File: config.mk
export PLATFORM = sky130hd
export DESIGN_NAME = pcie_rd_arbiter_flat
export DESIGN_NICKNAME = d
export VERILOG_FILES = /design/src/rtl/pcie_dma_pkg.sv /design/src/rtl/pcie_rd_arbiter_if.sv /design/src/rtl/rr_arbiter.sv /design/src/rtl/pcie_rd_arbiter.sv /design/src/flat_wrapper.sv
export SDC_FILE = /design/constraint.sdc
export NUM_CORES = 1
export LEC_CHECK = 0
export BUFFER_PORTS_ARGS = -buffer_cell sky130_fd_sc_hd__buf_2
export CAP_MARGIN = 20
export CORE_AREA = 10 10 235 237
export DETAILED_ROUTE_END_ITERATION = 10
export DIE_AREA = 0 0 245 247
export SYNTH_ARGS = -nofsm -noshare
export SYNTH_HDL_FRONTEND = slang
export SYNTH_SLANG_ARGS = --single-unit
File: constraint.sdc
create_clock -name clk -period 5.47 [get_ports clk]
set_input_delay 0.547 -clock clk [delete_from_list [all_inputs] [get_ports clk]]
set_output_delay 0.547 -clock clk [all_outputs]
set_load 0.05 [all_outputs]
File: src/rtl/pcie_dma_pkg.sv
// Shared types and constants for the PCIe DMA read path.
// The descriptor length field is wide enough for any supported LEN_W (up to 16).
package pcie_dma_pkg;

  localparam int unsigned DATA_W     = 128;
  localparam int unsigned ADDR_W     = 64;
  localparam int unsigned BEAT_BYTES = 16;
  localparam int unsigned DESC_LEN_W = 16;

  typedef enum logic [1:0] {
    IDLE  = 2'd0,
    ISSUE = 2'd1,
    DONE  = 2'd2
  } rd_arb_state_e;

  typedef struct packed {
    logic [ADDR_W-1:0]     addr;
    logic [DESC_LEN_W-1:0] len;
  } rd_desc_t;

  // Clear the byte offset within a beat.
  function automatic logic [ADDR_W-1:0] beatAlign(input logic [ADDR_W-1:0] a);
    return a & ~ADDR_W'(BEAT_BYTES - 1);
  endfunction

endpackage

File: src/rtl/pcie_rd_arbiter_if.sv
// Requester and read-controller signal bundle for pcie_rd_arbiter.
// master = the arbiter, slave = DMA engines plus controller side.
interface pcie_rd_arbiter_if #(
  parameter int unsigned NUM_REQ = 4,
  parameter int unsigned LEN_W   = 8
);
  import pcie_dma_pkg::*;

  logic [NUM_REQ-1:0]        ReqValid;
  logic [NUM_REQ*ADDR_W-1:0] ReqAddr;
  logic [NUM_REQ*LEN_W-1:0]  ReqLen;
  logic [NUM_REQ-1:0]        ReqAck;
  logic [DATA_W-1:0]         RspData;
  logic [NUM_REQ-1:0]        RspValid;
  logic [NUM_REQ-1:0]        RspErr;
  logic [NUM_REQ-1:0]        RspDone;
  logic                      RdRqValid;
  logic [ADDR_W-1:0]         RdRqAddr;
  logic [DATA_W-1:0]         RdRqData;
  logic                      RdRqReady;
  logic                      RdRqErr;

  modport master (
    input  ReqValid, ReqAddr, ReqLen, RdRqData, RdRqReady, RdRqErr,
    output ReqAck, RspData, RspValid, RspErr, RspDone, RdRqValid, RdRqAddr
  );

  modport slave (
    output ReqValid, ReqAddr, ReqLen, RdRqData, RdRqReady, RdRqErr,
    input  ReqAck, RspData, RspValid, RspErr, RspDone, RdRqValid, RdRqAddr
  );

endinterface

File: src/rtl/rr_arbiter.sv
// Combinational round-robin select: first requester after lastGrant, with wrap-around.
module rr_arbiter #(
  parameter int unsigned NUM_REQ = 4
) (
  input  logic [NUM_REQ-1:0]         req,
  input  logic [$clog2(NUM_REQ)-1:0] lastGrant,
  output logic [NUM_REQ-1:0]         grantOH,
  output logic [$clog2(NUM_REQ)-1:0] grantIdx,
  output logic                       anyReq
);

  localparam int unsigned IDX_W = $clog2(NUM_REQ);

  logic             found;
  logic [IDX_W-1:0] cand;

  always_comb begin
    found    = 1'b0;
    cand     = '0;
    grantIdx = '0;
    anyReq   = |req;
    for (int unsigned k = 1; k <= NUM_REQ; k++) begin
      cand = IDX_W'((32'(lastGrant) + k) % NUM_REQ);
      if (!found && req[cand]) begin
        found    = 1'b1;
        grantIdx = cand;
      end
    end
    grantOH = anyReq ? (NUM_REQ'(1) << grantIdx) : '0;
  end

endmodule

File: src/rtl/pcie_rd_arbiter.sv
// Round-robin burst sequencer sharing the PCIe read-request port between DMA requesters.
// One descriptor per grant, one 16-byte read per beat, a DONE cycle between bursts.
module pcie_rd_arbiter
  import pcie_dma_pkg::*;
#(
  parameter int unsigned NUM_REQ   = 4,
  parameter int unsigned LEN_W     = 8,
  parameter int unsigned TIMEOUT_W = 6
) (
  input  logic              clk,
  input  logic              rst_n,
  pcie_rd_arbiter_if.master bus
);

  localparam int unsigned IDX_W = $clog2(NUM_REQ);
  // Abort fires on the cycle the watchdog would reach its all-ones value.
  localparam logic [TIMEOUT_W-1:0] WDOG_LAST = TIMEOUT_W'((2 ** TIMEOUT_W) - 2);

  rd_arb_state_e         state, stateNxt;
  rd_desc_t              desc, descNxt;
  logic [IDX_W-1:0]      grant, grantNxt;
  logic [IDX_W-1:0]      lastGrant, lastGrantNxt;
  logic [DESC_LEN_W-1:0] beatCnt, beatNxt;
  logic [TIMEOUT_W-1:0]  wdog, wdogNxt;
  logic                  rdRqValid, rdRqValidNxt;
  logic [DATA_W-1:0]     rspData, rspDataNxt;
  logic [NUM_REQ-1:0]    reqAck, reqAckNxt;
  logic [NUM_REQ-1:0]    rspValid, rspValidNxt;
  logic [NUM_REQ-1:0]    rspErr, rspErrNxt;
  logic [NUM_REQ-1:0]    rspDone, rspDoneNxt;

  logic [NUM_REQ-1:0]    arbOH;
  logic [IDX_W-1:0]      arbIdx;
  logic                  anyReq;
  logic [NUM_REQ-1:0]    grantOH;
  logic [ADDR_W-1:0]     selAddr;
  logic [LEN_W-1:0]      selLen;
  logic                  lastBeat;
  logic                  abort;

  rr_arbiter #(.NUM_REQ(NUM_REQ)) u_rr (
    .req       (bus.ReqValid),
    .lastGrant (lastGrant),
    .grantOH   (arbOH),
    .grantIdx  (arbIdx),
    .anyReq    (anyReq)
  );

  // Descriptor of the arbitration winner; only meaningful in IDLE.
  assign selAddr  = bus.ReqAddr[32'(arbIdx) * ADDR_W +: ADDR_W];
  assign selLen   = bus.ReqLen[32'(arbIdx) * LEN_W +: LEN_W];
  assign grantOH  = NUM_REQ'(1) << grant;
  assign lastBeat = (beatCnt == desc.len - DESC_LEN_W'(1));
  // Error wins over Ready; a silent watchdog expiry behaves like an error.
  assign abort    = bus.RdRqErr | (~bus.RdRqReady & (wdog == WDOG_LAST));

  always_ff @(posedge clk or negedge rst_n) begin
    if (!rst_n) begin
      state     <= IDLE;
      desc      <= '0;
      grant     <= '0;
      lastGrant <= IDX_W'(NUM_REQ - 1);
      beatCnt   <= '0;
      wdog      <= '0;
      rdRqValid <= 1'b0;
      rspData   <= '0;
      reqAck    <= '0;
      rspValid  <= '0;
      rspErr    <= '0;
      rspDone   <= '0;
    end else begin
      state     <= stateNxt;
      desc      <= descNxt;
      grant     <= grantNxt;
      lastGrant <= lastGrantNxt;
      beatCnt   <= beatNxt;
      wdog      <= wdogNxt;
      rdRqValid <= rdRqValidNxt;
      rspData   <= rspDataNxt;
      reqAck    <= reqAckNxt;
      rspValid  <= rspValidNxt;
      rspErr    <= rspErrNxt;
      rspDone   <= rspDoneNxt;
    end
  end

  always_comb begin
    stateNxt     = state;
    descNxt      = desc;
    grantNxt     = grant;
    lastGrantNxt = lastGrant;
    beatNxt      = beatCnt;
    wdogNxt      = wdog;
    rdRqValidNxt = rdRqValid;
    rspDataNxt   = rspData;
    reqAckNxt    = '0;
    rspValidNxt  = '0;
    rspErrNxt    = '0;
    rspDoneNxt   = '0;

    case (state)
      IDLE: begin
        if (anyReq) begin
          grantNxt     = arbIdx;
          reqAckNxt    = arbOH;
          descNxt.addr = beatAlign(selAddr);
          descNxt.len  = DESC_LEN_W'(selLen);
          beatNxt      = '0;
          wdogNxt      = '0;
          if (selLen == '0) begin
            stateNxt = DONE;
          end else begin
            stateNxt     = ISSUE;
            rdRqValidNxt = 1'b1;
          end
        end
      end

      ISSUE: begin
        if (abort) begin
          rspErrNxt    = grantOH;
          rdRqValidNxt = 1'b0;
          stateNxt     = DONE;
        end else if (bus.RdRqReady) begin
          rspValidNxt  = grantOH;
          rspDataNxt   = bus.RdRqData;
          beatNxt      = beatCnt + DESC_LEN_W'(1);
          wdogNxt      = '0;
          descNxt.addr = desc.addr + ADDR_W'(BEAT_BYTES);
          if (lastBeat) begin
            rdRqValidNxt = 1'b0;
            stateNxt     = DONE;
          end
        end else begin
          wdogNxt = wdog + TIMEOUT_W'(1);
        end
      end

      DONE: begin
        rdRqValidNxt = 1'b0;
        rspDoneNxt   = grantOH;
        lastGrantNxt = grant;
        stateNxt     = IDLE;
      end

      default: begin
        rdRqValidNxt = 1'b0;
        stateNxt     = IDLE;
      end
    endcase
  end

  assign bus.ReqAck    = reqAck;
  assign bus.RspData   = rspData;
  assign bus.RspValid  = rspValid;
  assign bus.RspErr    = rspErr;
  assign bus.RspDone   = rspDone;
  assign bus.RdRqValid = rdRqValid;
  assign bus.RdRqAddr  = desc.addr;

endmodule

File: src/flat_wrapper.sv
// flat-port wrapper written by rule: the top's interface ports become plain ports
module pcie_rd_arbiter_flat import pcie_dma_pkg::*;
#(
  parameter int unsigned NUM_REQ   = 4,
  parameter int unsigned LEN_W     = 8,
  parameter int unsigned TIMEOUT_W = 6
)
  (clk, rst_n, bus_ReqValid, bus_ReqAddr, bus_ReqLen, bus_RdRqData, bus_RdRqReady, bus_RdRqErr, bus_ReqAck, bus_RspData, bus_RspValid, bus_RspErr, bus_RspDone, bus_RdRqValid, bus_RdRqAddr);
  pcie_rd_arbiter_if #(.NUM_REQ(NUM_REQ), .LEN_W(LEN_W)) bus_i ();
  input  logic clk;
  input  logic rst_n;
  input wire logic [$bits(bus_i.ReqValid)-1:0] bus_ReqValid;
  input wire logic [$bits(bus_i.ReqAddr)-1:0] bus_ReqAddr;
  input wire logic [$bits(bus_i.ReqLen)-1:0] bus_ReqLen;
  input wire logic [$bits(bus_i.RdRqData)-1:0] bus_RdRqData;
  input wire logic [$bits(bus_i.RdRqReady)-1:0] bus_RdRqReady;
  input wire logic [$bits(bus_i.RdRqErr)-1:0] bus_RdRqErr;
  output wire logic [$bits(bus_i.ReqAck)-1:0] bus_ReqAck;
  output wire logic [$bits(bus_i.RspData)-1:0] bus_RspData;
  output wire logic [$bits(bus_i.RspValid)-1:0] bus_RspValid;
  output wire logic [$bits(bus_i.RspErr)-1:0] bus_RspErr;
  output wire logic [$bits(bus_i.RspDone)-1:0] bus_RspDone;
  output wire logic [$bits(bus_i.RdRqValid)-1:0] bus_RdRqValid;
  output wire logic [$bits(bus_i.RdRqAddr)-1:0] bus_RdRqAddr;
  assign bus_i.ReqValid = bus_ReqValid;
  assign bus_i.ReqAddr = bus_ReqAddr;
  assign bus_i.ReqLen = bus_ReqLen;
  assign bus_i.RdRqData = bus_RdRqData;
  assign bus_i.RdRqReady = bus_RdRqReady;
  assign bus_i.RdRqErr = bus_RdRqErr;
  assign bus_ReqAck = bus_i.ReqAck;
  assign bus_RspData = bus_i.RspData;
  assign bus_RspValid = bus_i.RspValid;
  assign bus_RspErr = bus_i.RspErr;
  assign bus_RspDone = bus_i.RspDone;
  assign bus_RdRqValid = bus_i.RdRqValid;
  assign bus_RdRqAddr = bus_i.RdRqAddr;
  pcie_rd_arbiter #(.NUM_REQ(NUM_REQ), .LEN_W(LEN_W), .TIMEOUT_W(TIMEOUT_W)) u_core (.clk(clk), .rst_n(rst_n), .bus(bus_i));
endmodule
# --- Word level (Yosys, flattened, before mapping) ---
# Index checks and enable logic that the tools add are counted.
op_classes:
  add_sub_neg: 8
  n_eq_ne: 10
  shifts: 4
  mux: 47
  n_bitwise: 4
  order_cmp: 4
  n_reduce_logical: 16
ops:
  columns: ["cell", "n"]
  rows:
  - ["256-bit by 9-bit variable part select with 64-bit output", 1]
  - ["64-bit two-way mux", 2]
  - ["64-bit case mux with 2 select lines", 1]
  - ["80-bit two-way mux", 1]
  - ["64-bit by 5-bit adder with 64-bit output, second input constant", 1]
  - ["16-bit two-way mux", 3]
  - ["4-bit two-way mux", 8]
  - ["16-bit case mux with 2 select lines", 1]
  - ["32-bit by 6-bit variable part select with 8-bit output", 1]
  - ["2-bit two-way mux", 9]
  - ["6-bit two-way mux", 3]
  - ["16-bit by 1-bit adder with 16-bit output, second input constant", 1]
  - ["16-bit equality test", 1]
  - ["2-bit by 3-bit less-than comparator with 1-bit output, second input constant", 4]
  - ["1-bit two-way mux", 12]
  - ["6-bit case mux with 2 select lines", 1]
  - ["3-bit AND reduction", 3]
  - ["8-bit by 1-bit subtractor with 9-bit output, second input constant", 1]
  - ["1-bit binary-select mux with 2-bit select", 4]
  - ["8-bit zero test", 1]
  - ["4-bit AND reduction", 2]
  - ["1-bit by 2-bit << shifter with 4-bit output, first input constant", 2]
  - ["6-bit by 1-bit adder with 6-bit output, second input constant", 1]
  - ["6-bit equality test, second input constant", 1]
  - ["other kinds (19)", 28]
totals:
  output_inout_bits: 209
  elab_cells: 106
  register_bits: 245
  input_bits: 424

# --- Depth between registers and ports, before layout ---
# Gate-level depths: netlist of run 1.
depth:
  ltp_word: 18
  depth_mapped: 10
  depth_no_buf: 9

# --- Hierarchy ---
# From an unflattened synthesis of run 1, not the netlist that was laid out.
unflattened:
  cells_unflattened: 1442
  hier_area_um2: 13352.8
modules_own_cells:
  columns: ["module", "instances", "cells_each", "seq_area_each_um2", "area_per_inst_um2"]
  rows:
  - ["pcie_rd_arbiter", 1, 1410, 6033.3, 13132.6]
  - ["rr_arbiter", 1, 32, 0.0, 220.2]

# --- Worst setup path after synthesis of run 1 ---
# Ideal clock, no wire load.
synth_timing:
  path_kind: "flip-flop to flip-flop"
  start: "register u_core.lastGrant[1]"
  end: "register u_core.desc, in the netlist u_core.bus.RdRqAddr[6]"
  required_ps: 5340
  stages_incl_launch_ff: 10
  arrival_ps: 2488
  synth_period_minus_slack_ps: 2618
  setup_ps: 130
  setup_slack_ps: 2852
  path_buffers: 3
  cell_sequence: "dfstp_2 > mux2i_1 > o22a_1 > o21a_1 > buf_2 > buf_2 > buf_2 > mux4_2 > a22oi_1 > o21ai_0"
synth_between:
  elab_chain_len: 16
  elab_cells_between_ends: 28
  classes_between: "add/sub (4); shift (1); mux (17); reduce/logical (6)"
synth_lines:
  columns: ["element", "line", "text"]
  rows:
  - ["from (decl)", "pcie_rd_arbiter.sv:22", "logic [IDX_W-1:0] lastGrant, lastGrantNxt;"]
  - ["from (signal assigned)", "pcie_rd_arbiter.sv:62", "lastGrant <= IDX_W'(NUM_REQ - 1);"]
  - ["from (signal assigned)", "pcie_rd_arbiter.sv:75", "lastGrant <= lastGrantNxt;"]
  - ["2-bit by 1-bit adder with 2-bit output", "rr_arbiter.sv:23", "cand = IDX_W'((32'(lastGrant) + k) % NUM_REQ);"]
  - ["1-bit binary-select mux with 2-bit select", "rr_arbiter.sv:24", "if (!found && req[cand]) begin"]
  - ["1-bit two-way mux (implied by the code)", "rr_arbiter.sv:24", null]
  - ["1-bit two-way mux", "rr_arbiter.sv:24", null]
  - ["1-bit zero test", "rr_arbiter.sv:24", null]
  - ["1-bit logical AND", "rr_arbiter.sv:24", null]
  - ["1-bit two-way mux", "rr_arbiter.sv:24", null]
  - ["1-bit zero test", "rr_arbiter.sv:24", null]
  - ["1-bit logical AND", "rr_arbiter.sv:24", null]
  - ["1-bit two-way mux", "rr_arbiter.sv:24", null]
  - ["1-bit zero test", "rr_arbiter.sv:24", null]
  - ["1-bit logical AND", "rr_arbiter.sv:24", null]
  - ["2-bit two-way mux *", "rr_arbiter.sv:24", null]
  - ["256-bit by 9-bit variable part select with 64-bit output *", "pcie_rd_arbiter.sv:50", "assign selAddr = bus.ReqAddr[32'(arbIdx) * ADDR_W +: ADDR_W];"]
  - ["80-bit two-way mux *", "pcie_rd_arbiter.sv:103", "if (anyReq) begin"]
  - ["64-bit case mux with 2 select lines *", "pcie_rd_arbiter.sv:101", "case (state)"]
  - ["to (signal assigned)", "pcie_rd_arbiter.sv:73", "desc <= descNxt;"]
  - ["to (decl)", "pcie_rd_arbiter.sv:20", "rd_desc_t desc, descNxt;"]
# Every way passes the cells marked *; elsewhere a longest branch is shown, timed or not. The select of a mux whose other input is x is not followed.
# A chain may end at the register's enable or synchronous reset.

# --- Final worst setup path of run 1 ---
layout_timing:
  start: "register u_core.lastGrant[1]"
  end: "register u_core.desc, in the netlist u_core.bus.RdRqAddr[34]"
# The elaborated chain is that of the path after synthesis.

==> impl_metrics.py, run 1 <==
metrics = {
    "grt": {
        "antenna_found_initial": 17,
        "track_usage_pct": 17.66,
        "grt_max_degree": 126,
        "grt_pass1_vias": 13358,
        "grt_overflow": 0,
        "grt_pass1_wl_um": 82980,
    },
    "logic_synthesis": {
        "async_flop_share_pct": 100.0,
        "synthFlopType": "dfrtp_1",
        "ys_types": 75,
        "yosysWarnings": 0,
        "synth_area_leaders": "dfrtp_1 45%, nand2_1 13%, mux4_2 10%",
        "synth.avg_cell_area_um2": 9.125,
        "syn_area_um2": 13300,
        "yosysSeqAreaShare_pct": 45.38,
        "yosysTopAreaCell": "dfrtp_1",
        "synth-edff-count": 0,
        "ys_ff_latch": 241,
        "synth.top_cell.area_share_pct": 44.98,
        "syn_inst": 1457,
    },
    "routing": {
        "first_pass_iters": 5,
        "routed-via-count": 13058,
        "drtIter0Drc": 716,
        "wl_per_cell_um": 21.15,
        "drc": 0,
        "via_per_inst": 4.896,
        "wl_um": 56410,
        "ant_nets": 0,
    },
    "worst_hold_path": {
        "min_path_cells": 3,
        "holdCritStartpoint": "bus_RdRqData[38]",
        "hold_end": "u_core.bus.RspData[38]",
        "hp-class": "input port to flop",
    },
    "setup_path": {
        "slowest_delay_ns": 0.62,
        "critPathKind": "flop to flop",
        "rr_startpoint": "u_core.lastGrant[1]",
        "required_ns": 5.90,
        "reg2reg_to": "u_core.bus.RdRqAddr[34]",
        "reg2reg_slack_ns": 1.95,
        "cpMostUsedCell": "a21oi_1",
        "arrival_ns": 3.95,
        "worst_path_max_delay_cell": "and2_4",
        "worstPathCellList": "nand2_1 > a31oi_2 > and2_4 > buf_4 > mux4_2 > a21oi_1 > a21oi_1 > o22a_1",
        "worst_setup_path_end_kind": "flop",
        "startpoint": "u_core.lastGrant[1]",
        "startpoint_type": "flop",
        "critPathMaxFanout": 47,
        "reg2reg_depth": 8,
    },
    "sta": {
        "period_needed_ns": 3.516,
        "period_share_pct": 64.27,
        "rsz0062_at_grt": "false",
        "setup_viol": 0,
        "worst_pin_slew_ns": 0.9709,
        "hold_viol_final": 0,
        "max_freq_ghz": 0.2844,
        "fin_setup_tns_ns": 0,
        "slew_violations": 0,
        "slew_headroom_pct": 35.27,
        "skew_ns": 0.01728,
    },
    "floorplanning": {
        "die-area_um2": 60520,
        "core_area_um2": 50680,
        "dieWidth_um": 245,
        "rows": 83,
        "io_pins": 633,
        "start_util_pct": 26.23,
        "die_h_um": 247,
    },
    "placed_design": {
        "gp_congestion": 0.9378,
        "hpwl_um": 44560,
        "port_buffers": 612,
    },
    "layout": {
        "nFillCells": 5219,
        "area_delta_synth_final_pct": 32.21,
        "drive_gt1_share_pct": 38.43,
        "post-route-util_pct": 34.69,
        "nets": 2390,
    },
    "cts": {
        "cts_tree": "yes",
        "clockBufferDepth": 3,
        "post_cts_buffers": 0,
        "worstSkewPairLatency_ns": 0.56,
        "clock_sinks": 241,
        "cts_made_buffers": 28,
        "clk_pin_slew_ns": 0.06,
        "htreeDepth": 1,
        "cts_root_buf": "clkbuf_16",
    },
    "power": {
        "powerDensity_nw_per_um2": 669.9,
        "leakage_nw": 8.808,
        "vdd_ir_drop_max_v": 0.0003138,
    },
    "flow_run": {
        "drv_cap": 0,
    },
    "outcome": {
        "status": "completed",
    },
}
## worst max-delay path, delay by kind of cell, from the launching register on
| family | cells | cell delay, ns |
|---|---|---|
| buffers and inverters | 1 | 0.61 |
| AND/OR/NAND/NOR | 2 | 0.70 |
| AO/OA/AOI/OAI | 4 | 1.05 |
| flip-flops | 1 | 0.59 |
| multiplexers | 1 | 0.41 |
## final cells by class
type | count | area [µm²] | area share (%)
tap | 680 | 850.8 | 4.840
inverter | 16 | 60.06 | 0.3417
clock buffer | 41 | 860.8 | 4.897
sequential | 241 | 6033 | 34.32
timing repair buffer | 628 | 3258 | 18.54
multi-input combinational | 1046 | 6407 | 36.45
antenna | 7 | 17.52 | 0.09965
clock inverter | 8 | 90.09 | 0.5125
## metrics by stage
stage	cells	power (W)	instance area [µm²]	hold slack [ns]	setup slack, ns
6_report	2667	0.01177	17580	0.1785	1.954
5_1_grt	2664	0.01253	17570	0.1532	1.706
4_1_cts	2659	0.01189	17540	0.1343	1.939
3_5_place_dp	2609	0.009892	16580	0.4566	1.828
3_3_place_gp	2609	0.009786	16580	0.4536	1.959
2_1_floorplan	1460	0.008226	13310	0.2514	2.852
## sequential cells by signal, indices dropped and copies added, names as in the netlist
name	count
u_core.bus.RspErr	4
u_core.bus.RspValid	4
u_core.wdog	6
u_core.bus.RspDone	4
u_core.desc	8
u_core.bus.RdRqAddr	60
u_core.lastGrant	2
u_core.grant	2
u_core.bus.RdRqValid	1
u_core.state	2
u_core.beatCnt	16
u_core.bus.ReqAck	4
u_core.bus.RspData	128
## synthesized netlist by cell type (all sizes together) (4+ instances only)
library cell / count
a211oi: 20
a21boi: 17
a21o: 4
a21oi: 79
a221oi: 5
a22oi: 7
a31oi: 14
a32oi: 5
and2: 5
and3: 22
buf: 84
clkbuf: 73
dfrtp: 239
ha: 5
inv: 16
mux2i: 4
mux4: 59
nand2: 455
nand2b: 8
nand3: 27
nand4: 19
nor2: 74
nor2b: 4
nor3: 19
nor3b: 5
nor4: 8
o211ai: 4
o21a: 4
o21ai: 70
o22a: 8
o22ai: 9
o311ai: 4
o31a: 4
o31ai: 8
or3: 4
or4: 5
xnor2: 11
xor2: 14
## repair_timing
| item | in CTS | in global routing |
|---|---|---|
| endpoints found under the hold margin | 41 | 0 |
| resized for setup | 0 | 0 |
| hold buffers | 1 | 0 |
## power by group
| part | internal (W) | total [W] | switching (W) |
|---|---|---|---|
| Sequential | 0.00256 | 0.00323 | 0.000669 |
| Clock | 0.00117 | 0.00194 | 0.000765 |
| Combinational | 0.00179 | 0.00661 | 0.00481 |
## worst max path at each step
stage                                    endpoint  slack, ns  cells after the start
after global routing      u_core.bus.RdRqAddr[36]       1.71                      8
final                     u_core.bus.RdRqAddr[34]       1.95                      8
after global placement    u_core.bus.RdRqAddr[36]       1.96                      9
after CTS                 u_core.bus.RdRqAddr[36]       1.94                      8
after detailed placement  u_core.bus.RdRqAddr[36]       1.83                      9
after floorplan            u_core.bus.RdRqAddr[6]       2.85                      9
## logic make-up (layout without fill, tap and decap cells)
group	Yosys count	after routing	share of synthesized area (%)
and+or+nand+nor	665	665	21.52
AOI/OAI and AO/OA	281	281	13.45
DFF	241	241	45.38
buffers and inverters	173	693	6.955
muxes	66	66	10.55
xor gates and xnor gates	25	25	1.647
adders and majority gates	5	5	0.4705
other	1	11	0.02821
## layout by cell type, fill, tap and decap left out, types with 5 or more instances in the layout
| cell type | n |
|---|---|
| nor4_1 | 7 |
| nand2_1 | 453 |
| o31ai_1 | 8 |
| and3_1 | 19 |
| ha_1 | 5 |
| buf_12 | 5 |
| a31oi_1 | 13 |
| clkinv_2 | 6 |
| a32oi_1 | 5 |
| clkbuf_16 | 29 |
| xor2_1 | 14 |
| buf_2 | 611 |
| nand4_1 | 19 |
| nand3_1 | 27 |
| o22ai_1 | 8 |
| mux4_2 | 59 |
| nand2b_1 | 7 |
| inv_1 | 16 |
| buf_4 | 10 |
| a22oi_1 | 7 |
| o21ai_0 | 67 |
| a21boi_0 | 17 |
| a221oi_1 | 5 |
| nor2_1 | 73 |
| diode_2 | 7 |
| o22a_1 | 8 |
| nor3_1 | 18 |
| a211oi_1 | 20 |
| a21oi_1 | 79 |
| clkbuf_8 | 9 |
| xnor2_1 | 11 |
| dfrtp_1 | 239 |
## metal layers
layer	part of all wire (%)	track usage (%)	vias to the layer above
li1	-	-	6032
met1	38	19.93	6251
met2	48	29.93	659
met3	10	6.560	104
met4	3.3	6.776	12
met5	0.15	0	-
No activity file was read; power rests on OpenSTA's default activity.
==> run 2: changes to the inputs <==
CORE_AREA = 10 10 241 243   (was 10 10 235 237)
DIE_AREA = 0 0 251 253   (was 0 0 245 247)
clock period = 3 ns   (was 5.47 ns; I/O delays follow)
==> impl_metrics.py, run 2 (synthesized netlist as in run 1, its figures left out) <==
metrics = {
    "outcome": {
        "status": "completed",
    },
    "power": {
        "p_total_w": 0.02200,
        "leakage_nw": 9.524,
        "powerDensity_nw_per_um2": 1147,
        "vdd_ir_drop_max_v": 0.0005022,
    },
    "setup_path": {
        "cp_num_buf_inv": 0,
        "arrival_ns": 3.21,
        "slowest_delay_ns": 0.59,
        "critPathMaxFanout": 10,
        "critPathKind": "flop to flop",
        "worst_path_max_delay_cell": "dfstp_2",
        "cp.depth": 7,
        "startpoint_type": "flop",
        "worstPathCellList": "mux2i_1 > o22a_1 > o21ai_1 > a211oi_1 > o22ai_1 > or4_4 > a21bo_2",
        "crit_family": "compound AO/OA/AOI/OAI gates",
        "reg2reg_depth": 7,
        "worst_setup_path_end_kind": "flop",
        "required_ns": 3.44,
    },
    "placed_design": {
        "hpwl_um": 46450,
        "gp_congestion": 0.8927,
        "port_buffers": 612,
        "dp.cells": 2668,
    },
    "routing": {
        "wl_per_cell_um": 20.75,
        "ant_nets": 0,
        "via_per_inst": 4.826,
        "first_pass_iters": 6,
        "wl_um": 59090,
        "drtIter0Drc": 863,
        "drc": 0,
        "routed-via-count": 13744,
    },
    "cts": {
        "cts_made_buffers": 29,
        "htreeDepth": 1,
        "cts_tree": "yes",
        "worstSkewPairLatency_ns": 0.56,
        "post_cts_buffers": 0,
        "cts_root_buf": "clkbuf_16",
        "clock_sinks": 241,
        "clockBufferDepth": 3,
        "clk_pin_slew_ns": 0.06,
    },
    "worst_hold_path": {
        "min_path_cells": 3,
        "hp-class": "input port to flop",
    },
    "grt": {
        "grt_pass1_wl_um": 86570,
        "grt_max_degree": 76,
        "track_usage_pct": 17.48,
        "grt_overflow": 0,
        "grt_pass1_vias": 14116,
        "antenna_found_initial": 11,
    },
    "floorplanning": {
        "die-area_um2": 63500,
        "io_pins": 633,
        "die_h_um": 253,
        "dieWidth_um": 251,
        "start_util_pct": 24.95,
        "core_area_um2": 53280,
        "rows": 85,
    },
    "flow_run": {
        "drv_cap": 0,
    },
    "sta": {
        "worst_pin_slew_ns": 0.7447,
        "fin_setup_tns_ns": 0,
        "period_needed_ns": 2.770,
        "slew_violations": 0,
        "period_share_pct": 92.32,
        "slew_headroom_pct": 50.02,
        "setup_viol": 0,
        "skew_ns": 0.01291,
        "rsz0062_at_grt": "false",
        "max_freq_ghz": 0.3611,
        "hold_viol_final": 0,
    },
    "layout": {
        "final_common_cell": "buf_2",
        "final_cell_mix": "611 x buf_2, 453 x nand2_1, 239 x dfrtp_1",
        "largest_reg_flops": 128,
        "post-route-util_pct": 36.01,
        "nets": 2558,
        "drive_gt1_share_pct": 37.40,
        "finalNonFillerCells": 2848,
        "area_delta_synth_final_pct": 44.32,
        "nFillCells": 5405,
    },
}
## run 2: worst reg2reg max path, delay by kind of cell (launching register included)
family / cells / cell delay [ns]
DFF: 1 / 0.59
muxes: 1 / 0.23
AOI/OAI and AO/OA: 5 / 1.28
and+or+nand+nor: 1 / 0.57
## run 2: final cells by class
| class | count | area [µm²] | area share [%] |
|---|---|---|---|
| Antenna cell | 5 | 12.51 | 0.06521 |
| Clock buffer | 39 | 813.3 | 4.239 |
| Clock inverter | 10 | 137.6 | 0.7173 |
| Inverter | 16 | 60.06 | 0.3130 |
| Multi-Input combinational cell | 1046 | 6410 | 33.41 |
| Sequential cell | 241 | 6033 | 31.44 |
| Tap cell | 696 | 870.8 | 4.539 |
| Timing Repair Buffer | 795 | 4850 | 25.28 |
## run 2: power breakdown
group	switching [W]	internal, W
combinational	0.00903	0.00362
clock	0.00139	0.00214
sequential	0.00115	0.00467
total	0.0116	0.0104
## run 2: through the flow
step | hold WS, ns | setup slack [ns] | instance area (µm²)
finish | 0.03816 | 0.2303 | 19190
CTS | 0.004154 | 0.2081 | 19170
global placement | 0.3076 | 0.2310 | 16960
global route | 0.01233 | 0.06877 | 19180
floorplan | 0.004409 | 0.3817 | 13310
detailed placement | 0.3066 | 0.2190 | 16960
## run 2: repair_timing
action | CTS | global route
hold buffers | 126 | 0
endpoints found under the setup margin | 0 | 1
resized for setup | 0 | 1
hold endpoints to repair | 178 | 0
## run 2: layer usage
| layer | GRT usage [%] | wire (µm) |
|---|---|---|
| met1 | 19.59 | 22200 |
| met2 | 30.34 | 28810 |
| met3 | 6.123 | 6097 |
| met4 | 5.886 | 1907 |
| met5 | 0 | 75 |
## run 2: path summary, 6_finish.rpt
kind                                           endpoint  slack (ns)              startpoint
worst max-delay path               u_core.bus.RdRqValid        0.23     u_core.lastGrant[1]
worst min-delay path             u_core.bus.RspData[11]        0.04        bus_RdRqData[11]
worst max register to register     u_core.bus.RdRqValid        0.23     u_core.lastGrant[1]
worst min register to register   u_core.bus.RspData[64]        0.47  u_core.bus.RspData[64]
max in group asynchronous       u_core.bus.RspData[111]        1.88                   rst_n
min in group asynchronous       u_core.bus.RdRqAddr[38]        0.31                   rst_n
==> run 3: changes to the inputs <==
--- a/config.mk
+++ b/config.mk
@@ -9,4 +9,5 @@
 export CAP_MARGIN = 20
 export CORE_AREA = 10 10 241 243
+export CTS_BUF_LIST = sky130_fd_sc_hd__clkbuf_4 sky130_fd_sc_hd__clkbuf_8 sky130_fd_sc_hd__clkbuf_16
 export DETAILED_ROUTE_END_ITERATION = 10
 export DIE_AREA = 0 0 251 253
==> constraint.sdc (replaced) <==
create_clock -name clk -period 3 [get_ports clk]
set_input_delay 0.9 -clock clk [delete_from_list [all_inputs] [get_ports clk]]
set_output_delay 0.9 -clock clk [all_outputs]
set_load 0.05 [all_outputs]
==> impl_metrics.py, run 3 (synthesized netlist as in run 1, its figures left out) <==
metrics = {
    "layout": {
        "final_cell_mix": "611 x buf_2, 453 x nand2_1, 239 x dfrtp_1",
        "largest_reg_flops": 128,
        "post-route-util_pct": 34.57,
        "finalNonFillerCells": 2768,
        "area_delta_synth_final_pct": 38.55,
        "nets": 2478,
        "nFillCells": 5505,
        "drive_gt1_share_pct": 41.50,
        "final_common_cell": "buf_2",
    },
    "power": {
        "leakage_nw": 9.311,
        "combPwrFrac_pct": 56.7,
        "vdd_ir_drop_max_v": 0.0005264,
        "power_switching_w": 0.01164,
        "clkPwrFrac_pct": 17.5,
        "switching_share_pct": 51.51,
        "powerDensity_nw_per_um2": 1227,
        "power_frac_seq_pct": 25.8,
        "p_int_w": 0.01096,
    },
    "sta": {
        "slew_violations": 0,
        "worst_pin_slew_ns": 1.086,
        "skew_ns": 0.01106,
        "hold_viol_final": 0,
        "rsz0062_at_grt": "false",
        "period_needed_ns": 2.755,
        "period_share_pct": 91.82,
        "setup_viol": 0,
        "slew_headroom_pct": 27.60,
        "hold_ws_ns": 0.3024,
        "max_freq_ghz": 0.3630,
    },
    "placed_design": {
        "gp_congestion": 0.9275,
        "port_buffers": 612,
        "dp.cells": 2714,
        "hpwl_um": 47090,
    },
    "floorplanning": {
        "io_pins": 633,
        "dieWidth_um": 251,
        "rows": 85,
        "die_h_um": 253,
        "die-area_um2": 63500,
        "start_util_pct": 24.95,
        "core_area_um2": 53280,
    },
    "cts": {
        "cts_tree": "yes",
        "htreeDepth": 1,
        "post_cts_buffers": 0,
        "clockBufferDepth": 3,
        "clk_pin_slew_ns": 0.06,
        "clock_sinks": 241,
        "worstSkewPairLatency_ns": 0.56,
        "cts_root_buf": "clkbuf_16",
        "cts_made_buffers": 29,
    },
    "worst_hold_path": {
        "hp-class": "input port to async pin",
    },
    "routing": {
        "via_per_inst": 4.845,
        "wl_um": 57840,
        "wl_per_cell_um": 20.89,
        "first_pass_iters": 8,
        "routed-via-count": 13411,
        "drtIter0Drc": 814,
        "ant_nets": 0,
        "drc": 0,
    },
    "setup_path": {
        "critPathMaxFanout": 13,
        "startpoint_type": "flop",
        "crit_family": "compound AO/OA/AOI/OAI gates",
        "required_ns": 3.45,
        "critPathKind": "flop to flop",
        "arrival_ns": 3.20,
        "worst_path_max_delay_cell": "or4_4",
        "reg2reg_slack_ns": 0.25,
        "cp_num_buf_inv": 1,
        "worstPathCellList": "nand2_1 > a31oi_2 > buf_4 > a21boi_0 > a211oi_1 > o22ai_1 > or4_4 > a21bo_2",
        "slowest_delay_ns": 0.59,
        "worst_setup_path_end_kind": "flop",
    },
    "grt": {
        "grt_pass1_vias": 14069,
        "antenna_found_initial": 7,
        "grt_pass1_wl_um": 86010,
        "grt-busiest-layer": "met2",
        "grtUsageMet3_pct": 5.489,
        "track_usage_pct": 17.22,
        "grt_max_degree": 74,
        "gr-usage-met1_pct": 19.87,
        "met2_usage_pct": 30.26,
        "grt_overflow": 0,
    },
    "flow_run": {
        "drv_cap": 0,
    },
    "outcome": {
        "status": "completed",
    },
}
## run 3: changes by cell type in the layout (fill, tap and decap cells not counted), sizes merged
cell	delta
inv	+1
buf	+46
clkinv	+1
dlygate4sd3	-126
clkbuf	-2
diode	-3
bufinv	+4
clkinvlp	-1
## run 3: area by class of cell
| cell class | count | area [µm²] | share of cell area (%) |
|---|---|---|---|
| tap | 696 | 870.8 | 4.728 |
| clock buffer | 37 | 817.0 | 4.436 |
| antenna | 2 | 5.005 | 0.02717 |
| inverter | 16 | 60.06 | 0.3260 |
| multi-input combinational | 1046 | 6419 | 34.85 |
| clock inverter | 15 | 256.5 | 1.392 |
| sequential | 241 | 6033 | 32.75 |
| timing repair buffer | 715 | 3959 | 21.49 |
## run 3: metrics by stage
| step | setup WS (ns) | area [µm²] | TNS, ns | total power, W |
|---|---|---|---|---|
| 4_1_cts | 0.06885 | 18410 | 0 | 0.02282 |
| 3_3_place_gp | -0.1266 | 17330 | -1.468 | 0.01854 |
| 5_1_grt | 0.07845 | 18420 | 0 | 0.02391 |
| 2_1_floorplan | 0.02976 | 13310 | 0 | 0.01500 |
| 3_5_place_dp | -0.1858 | 17330 | -4.499 | 0.01877 |
| 6_report | 0.2454 | 18420 | 0 | 0.02260 |
## run 3: metal layers
layer / wire length (µm) / vias to the layer above
met5: 34 / -
met4: 1185 / 6
met3: 5649 / 68
met2: 28580 / 628
li1: - / 6216
met1: 22380 / 6493
## run 3: power groups by stage
stage          Sequential (W)  Combinational [W]  Clock [W]
4_1_cts               0.00581             0.0130    0.00406
5_1_grt               0.00601             0.0137    0.00421
2_1_floorplan         0.00861            0.00639          0
3_5_place_dp          0.00585             0.0129          0
3_3_place_gp          0.00578             0.0128          0
6_report              0.00582             0.0128    0.00396
## run 3: worst register-to-register path, cell delays in order (launching register included)
cell and delay, ns:
dfstp_2 0.58, nand2_1 0.08, a31oi_2 0.31, buf_4 0.24
a21boi_0 0.10, a211oi_1 0.39, o22ai_1 0.13, or4_4 0.59
a21bo_2 0.23
## run 3: final timing paths
path                       cells after the start                     end                   start
setup / recovery                               8    u_core.bus.RdRqValid     u_core.lastGrant[1]
setup reg to reg                               8    u_core.bus.RdRqValid     u_core.lastGrant[1]
min in group clk                               2  u_core.bus.RspData[71]  u_core.bus.RspData[71]
hold / removal                                 1    u_core.bus.ReqAck[0]                   rst_n
max in group asynchronous                      2      u_core.beatCnt[15]                   rst_n
hold reg to reg                                2  u_core.bus.RspData[71]  u_core.bus.RspData[71]
## run 3: repair_timing
item,in CTS,in global routing
endpoints found under the setup margin,0,3
hold buffers,0,0
endpoints found under the hold margin,0,0
resized for setup,0,3
